[src/rtl/product_capture_pkg.sv]
// Shared types and constants for the product capture block.
// The optional accumulator is enabled with the PRODUCT_CAPTURE_ACCUM_EN macro.
package product_capture_pkg;

    localparam int unsigned PROD_W = 16;
    localparam int unsigned ACC_W  = 24;
    localparam int unsigned CNT_W  = 5;
    localparam int unsigned BYTE_W = 8;

    typedef enum logic [1:0] {
        IDLE     = 2'd0,
        WRITE    = 2'd1,
        WAIT_LOW = 2'd2
    } cap_state_e;

    // Sign-extend a captured product to accumulator width.
    function automatic logic [ACC_W-1:0] sext_prod(input logic [PROD_W-1:0] p);
        return {{(ACC_W-PROD_W){p[PROD_W-1]}}, p};
    endfunction

endpackage

[src/rtl/product_capture_prod_fifo.sv]
// History storage for captured products: circular buffer with head/tail
// pointers, occupancy count and a registered read of the oldest entry.
module prod_fifo
    import product_capture_pkg::*;
#(
    parameter int unsigned DEPTH = 4,
    parameter int unsigned W     = PROD_W
) (
    input  logic             clk,
    input  logic             rst,
    input  logic             wr,
    input  logic [W-1:0]     wdata,
    input  logic             pop,
    input  logic             clear,
    output logic [W-1:0]     rdata,
    output logic [CNT_W-1:0] count,
    output logic             empty,
    output logic             full,
    output logic             wr_drop_c
);

    localparam int unsigned AW = (DEPTH > 1) ? $clog2(DEPTH) : 1;

    logic [AW-1:0]    head;
    logic [AW-1:0]    tail;
    logic [AW-1:0]    rd_idx;
    logic [W-1:0]     mem [DEPTH];
    logic             pop_ok;
    logic             wr_ok;
    logic [CNT_W-1:0] count_next;
    logic [W-1:0]     rdata_next;

    // Accept/drop decisions, next occupancy and next head value (with write forwarding).
    always_comb begin
        pop_ok     = !rst && !clear && pop && !empty;
        wr_ok      = !rst && !clear && wr && (!full || pop_ok);
        wr_drop_c  = !rst && !clear && wr && full && !pop_ok;
        rd_idx     = pop_ok ? head + AW'(1) : head;
        count_next = count;
        case ({wr_ok, pop_ok})
            2'b10:   count_next = count + CNT_W'(1);
            2'b01:   count_next = count - CNT_W'(1);
            default: count_next = count;
        endcase
        rdata_next = mem[rd_idx];
        if (wr_ok && (tail == rd_idx)) begin
            rdata_next = wdata;
        end
        if (count_next == '0) begin
            rdata_next = '0;
        end
    end

    // Pointers, count, flags and head read register.
    always_ff @(posedge clk) begin
        if (rst || clear) begin
            head  <= '0;
            tail  <= '0;
            count <= '0;
            rdata <= '0;
            empty <= 1'b1;
            full  <= 1'b0;
        end else begin
            if (wr_ok) begin
                tail <= tail + AW'(1);
            end
            if (pop_ok) begin
                head <= head + AW'(1);
            end
            count <= count_next;
            rdata <= rdata_next;
            empty <= (count_next == '0);
            full  <= (count_next == CNT_W'(DEPTH));
        end
    end

    // Storage array; contents are not reset, the empty state masks stale data.
    always_ff @(posedge clk) begin
        if (wr_ok) begin
            mem[tail] <= wdata;
        end
    end

endmodule

[src/rtl/product_capture.sv]
// Captures one multiplier product per Done high period into a small history,
// with pop-edge readout, sticky overflow and an optional running sum.
// Optional feature macro: PRODUCT_CAPTURE_ACCUM_EN (accumulator in Acc).
module product_capture
    import product_capture_pkg::*;
#(
    parameter int unsigned DEPTH = 4,
    parameter int unsigned PW    = PROD_W
) (
    input  logic              Clk,
    input  logic              Reset,
    input  logic              Done,
    input  logic [BYTE_W-1:0] Aval,
    input  logic [BYTE_W-1:0] Bval,
    input  logic              Pop,
    input  logic              Clear,
    output logic [PW-1:0]     Prod,
    output logic [CNT_W-1:0]  Count,
    output logic              Empty,
    output logic              Full,
    output logic              Overflow,
    output logic [ACC_W-1:0]  Acc
);

    cap_state_e    state;
    logic          pop_q;
    logic          pop_edge_c;
    logic          wr_c;
    logic          wr_drop_c;
    logic [PW-1:0] wdata_c;

    assign pop_edge_c = Pop && !pop_q;
    assign wr_c       = (state == WRITE);
    assign wdata_c    = PW'({Aval, Bval});

    // Capture FSM, pop edge register and sticky overflow flag.
    always_ff @(posedge Clk) begin
        if (Reset) begin
            state    <= IDLE;
            pop_q    <= 1'b0;
            Overflow <= 1'b0;
        end else begin
            pop_q <= Pop;
            if (Clear) begin
                state    <= WAIT_LOW;
                Overflow <= 1'b0;
            end else begin
                if (wr_drop_c) begin
                    Overflow <= 1'b1;
                end
                case (state)
                    IDLE:     state <= Done ? WRITE : IDLE;
                    WRITE:    state <= WAIT_LOW;
                    WAIT_LOW: state <= Done ? WAIT_LOW : IDLE;
                    default:  state <= IDLE;
                endcase
            end
        end
    end

    prod_fifo #(
        .DEPTH (DEPTH),
        .W     (PW)
    ) u_fifo (
        .clk       (Clk),
        .rst       (Reset),
        .wr        (wr_c),
        .wdata     (wdata_c),
        .pop       (pop_edge_c),
        .clear     (Clear),
        .rdata     (Prod),
        .count     (Count),
        .empty     (Empty),
        .full      (Full),
        .wr_drop_c (wr_drop_c)
    );

`ifdef PRODUCT_CAPTURE_ACCUM_EN
    logic accept_c;

    // A write lands when there is room or a pop frees a slot in the same cycle.
    assign accept_c = wr_c && !Clear && (!Full || (pop_edge_c && !Empty));

    // Modular running sum of accepted products.
    always_ff @(posedge Clk) begin
        if (Reset || Clear) begin
            Acc <= '0;
        end else if (accept_c) begin
            Acc <= Acc + sext_prod(PROD_W'(wdata_c));
        end
    end
`else
    assign Acc = '0;
`endif

endmodule

[config.mk]
export PLATFORM = sky130hd
export DESIGN_NAME = product_capture
export DESIGN_NICKNAME = d
export VERILOG_FILES = /design/src/rtl/product_capture_pkg.sv /design/src/rtl/product_capture_prod_fifo.sv /design/src/rtl/product_capture.sv
export SDC_FILE = /design/constraint.sdc
export NUM_CORES = 1
export LEC_CHECK = 0
export BUFFER_PORTS_ARGS = -buffer_cell sky130_fd_sc_hd__buf_2
export CAP_MARGIN = 20
export CORE_MARGIN = 1.5
export CORE_UTILIZATION = 40
export CTS_CLUSTER_SIZE = 28
export DETAILED_ROUTE_END_ITERATION = 10
export PLACE_DENSITY = 0.62
export SLEW_MARGIN = 20
export SYNTH_ARGS = -nofsm -noshare
export SYNTH_HDL_FRONTEND = slang
export SYNTH_HIERARCHICAL = 1
export SYNTH_SLANG_ARGS = --single-unit
[constraint.sdc]
create_clock -name Clk -period 7.3 [get_ports Clk]
set_input_delay 1.46 -clock Clk [delete_from_list [all_inputs] [get_ports Clk]]
set_output_delay 1.46 -clock Clk [all_outputs]
set_load 0.02 [all_outputs]
==> flow_summary.yaml <==
outcome:
  run_status: "completed"
clock_tree:
  clk_pin_slew_worst_paths_ps: 60
  numClockSinks: 95
  cts-root-buf: "clkbuf_16"
  cts.path.max_buffers: 2
  clkLatencyLatePin_ps: 340
  cts_setup_buffers: 0
  htreeDepth: 3
  holdBufCountCts: 0
  numCtsBuffers: 9
  post_cts_resize_count: 0
  cts_tree: "done"
layout:
  finalInstanceArea_sq_mm: 0.005006
  area_delta_synth_final_pct: 9.948
  diodes: 0
  drive_above_1_share: 0.2371
  fillCellCount: 1010
  fin_nets: 449
worst_setup_path:
  crit_type: "in2reg"
  worstPathMaxFanout: 38
  worstSetupStartpointType: "input port"
  end_kind: "flop"
  arrival_ps: 5020
  required_ps: 7470
  ff2ff_setup_slack_ps: 3410
drt:
  drc: 0
  wl_met1_um: 3980
  maxUsedRoutingLayer: "met4"
  drt_first_iter_violations: 234
  totalWireLength_um: 9079
  wl_met2_um: 4474
  antenna_left: 0
  met3WireLength_um: 457
  viasPerCell: 5.355
  num_vias: 3031
  drtPass1Iterations: 4
  routedWlPerCell_um: 16.04
placement:
  gp_congestion: 0.7574
  placed_area_sq_mm: 0.004707
  hpwl_um: 5562
  numPortBuffers: 44
sta:
  finalCritPeriodShare: 0.6644
  tns_ps: 0
  grt_setup_unrepaired: "no"
  skew_ps: 7.573
  setup_violations: 0
  relSlewSlack: 0.2578
  max_freq_mhz: 206.2
  hold_violations: 0
  worst_pin_slew_ps: 1113
  min_period_ps: 4850
  maxSlewViolCount: 0
pwr:
  ir_drop_mv: 0.1647
  powerDensity_mw_per_mm2: 214.3
  total_power_mw: 1.073
  p_leak_nw: 1.759
yosys:
  ys_top_cells_by_area: "edfxtp_1 (42%), dfxtp_1 (14%), a211oi_2 (4.4%), buf_4 (4.0%), mux2_2 (4.0%)"
  synth-edff-count: 64
  ys_warn_count: 6
  synth.distinct_cells: 44
  synthSimpleGateAreaFrac: 0.1215
  synth_ff_type: "edfxtp_1"
  synth_top_area_share: 0.4221
  ys_ff_latch: 95
  synthXorXnorAreaFrac: 0.01731
  yosys.area.top_type: "edfxtp_1"
  netlist_area_sq_mm: 0.004553
  synth_most_common_cell: "edfxtp_1"
  synth-adder-area-share: 0.01924
  syn_area_per_cell_sq_um: 11.53
  synth_top_family_by_area: "compound AO/OA/AOI/OAI gates"
  synthMuxAreaShare: 0.04177
  synth_seq_area_share: 0.5584
  synth_common_cells: "edfxtp_1 (64), dfxtp_1 (31), nor2_1 (28)"
  postSynthCellCount: 395
  async_flop_share: 0
  synth_compound_area_frac: 0.1561
global_routing:
  grt_overflow_total: 0
  grt_pass1_vias: 2912
  grt_pass1_wl_um: 14580
  track_usage: 0.1619
  grt_max_degree: 68
  antenna_found_initial: 0
floorplanning:
  rows: 38
  die_w_um: 109.7
  die_h_um: 109.7
  ioPinCount: 69
  coreArea_sq_mm: 0.01098
  initial_core_util: 0.4146
  dieArea_sq_mm: 0.01203
hold_path:
  hp-class: "reg2reg"
flow_run:
  cap_violations: 0
routing by layer:
metal | track usage | vias up
met4 | 0.06586 | 0
met1 | 0.2033 | 1466
met5 | 0 | -
met2 | 0.2684 | 91
met3 | 0.03794 | 14
li1 | - | 1460
cell type report:
cell class / count / area [sq um] / area share
multi-input combinational: 260 / 1710 / 0.3417
clock inverter: 5 / 56.30 / 0.01125
timing repair buffer: 48 / 250.2 / 0.04999
clock buffer: 11 / 242.7 / 0.04849
sequential: 95 / 2544 / 0.5081
tap: 140 / 175.2 / 0.03499
inverter: 7 / 27.53 / 0.005499
worst max-delay path: stages:
cell,delay [ps]
buf_2,120
or2_1,350
or3_1,340
buf_4,260
clkinv_2,80
buf_4,370
ha_1,390
nor4b_1,320
a21oi_1,90
xor2_1,220
a41o_1,960
a211oi_2,50
stage by stage:
| stage | cells | setup WS (ps) | util | hold WS (ps) |
|---|---|---|---|---|
| detailed placement | 550 | 2105 | 0.4286 | 445.9 |
| floorplan | 418 | 2740 | - | 411.8 |
| CTS | 566 | 2436 | 0.4558 | 446.0 |
| global route | 566 | 2105 | 0.4558 | 463.0 |
| finish | 566 | 2450 | 0.4558 | 440.7 |
| global placement | 550 | 2182 | 0.4286 | 429.3 |
registers in the layout (all words and copies together), names as in the netlist:
name          count
Overflow          1
pop_q             1
state             2
u_fifo/count      5
u_fifo/empty      1
u_fifo/full       1
u_fifo/head       2
u_fifo/mem       64
u_fifo/rdata     16
u_fifo/tail       2
cells by family after synthesis:
logic type / Yosys count
AOI/OAI and AO/OA: 96
muxes: 17
xor gates and xnor gates: 9
adders and majority gates: 7
buffers and inverters: 63
DFF: 95
other: 1
and+or+nand+nor: 107
path summary, 6_finish.rpt:
path | to | cells after the start | from
hold / removal | state[0]$_SDFF_PP0_ | 1 | state[1]$_SDFF_PP0_
hold reg to reg | state[0]$_SDFF_PP0_ | 1 | state[1]$_SDFF_PP0_
setup reg to reg | u_fifo/rdata[6]$_SDFF_PP0_ | 14 | pop_q$_SDFF_PP0_
setup / recovery | u_fifo/rdata[6]$_SDFF_PP0_ | 12 | Clear
cell usage in the layout (no fill, tap or decap), drive strengths merged, types with 18 or more instances in the layout:
| cell type | count |
|---|---|
| nand2 | 21 |
| dfxtp | 31 |
| edfxtp | 64 |
| nor2 | 28 |
| buf | 48 |
| conb | 24 |
| nor3 | 18 |
| o22ai | 18 |
| o21ai | 35 |
power breakdown:
group          switching (mW)  leakage (nW)  total [mW]  internal [mW]
sequential           0.000883         0.826       0.576          0.575
combinational          0.0230         0.787      0.0299        0.00682
clock                   0.192         0.146       0.467          0.275
No activity file was read; power rests on OpenSTA's default activity.
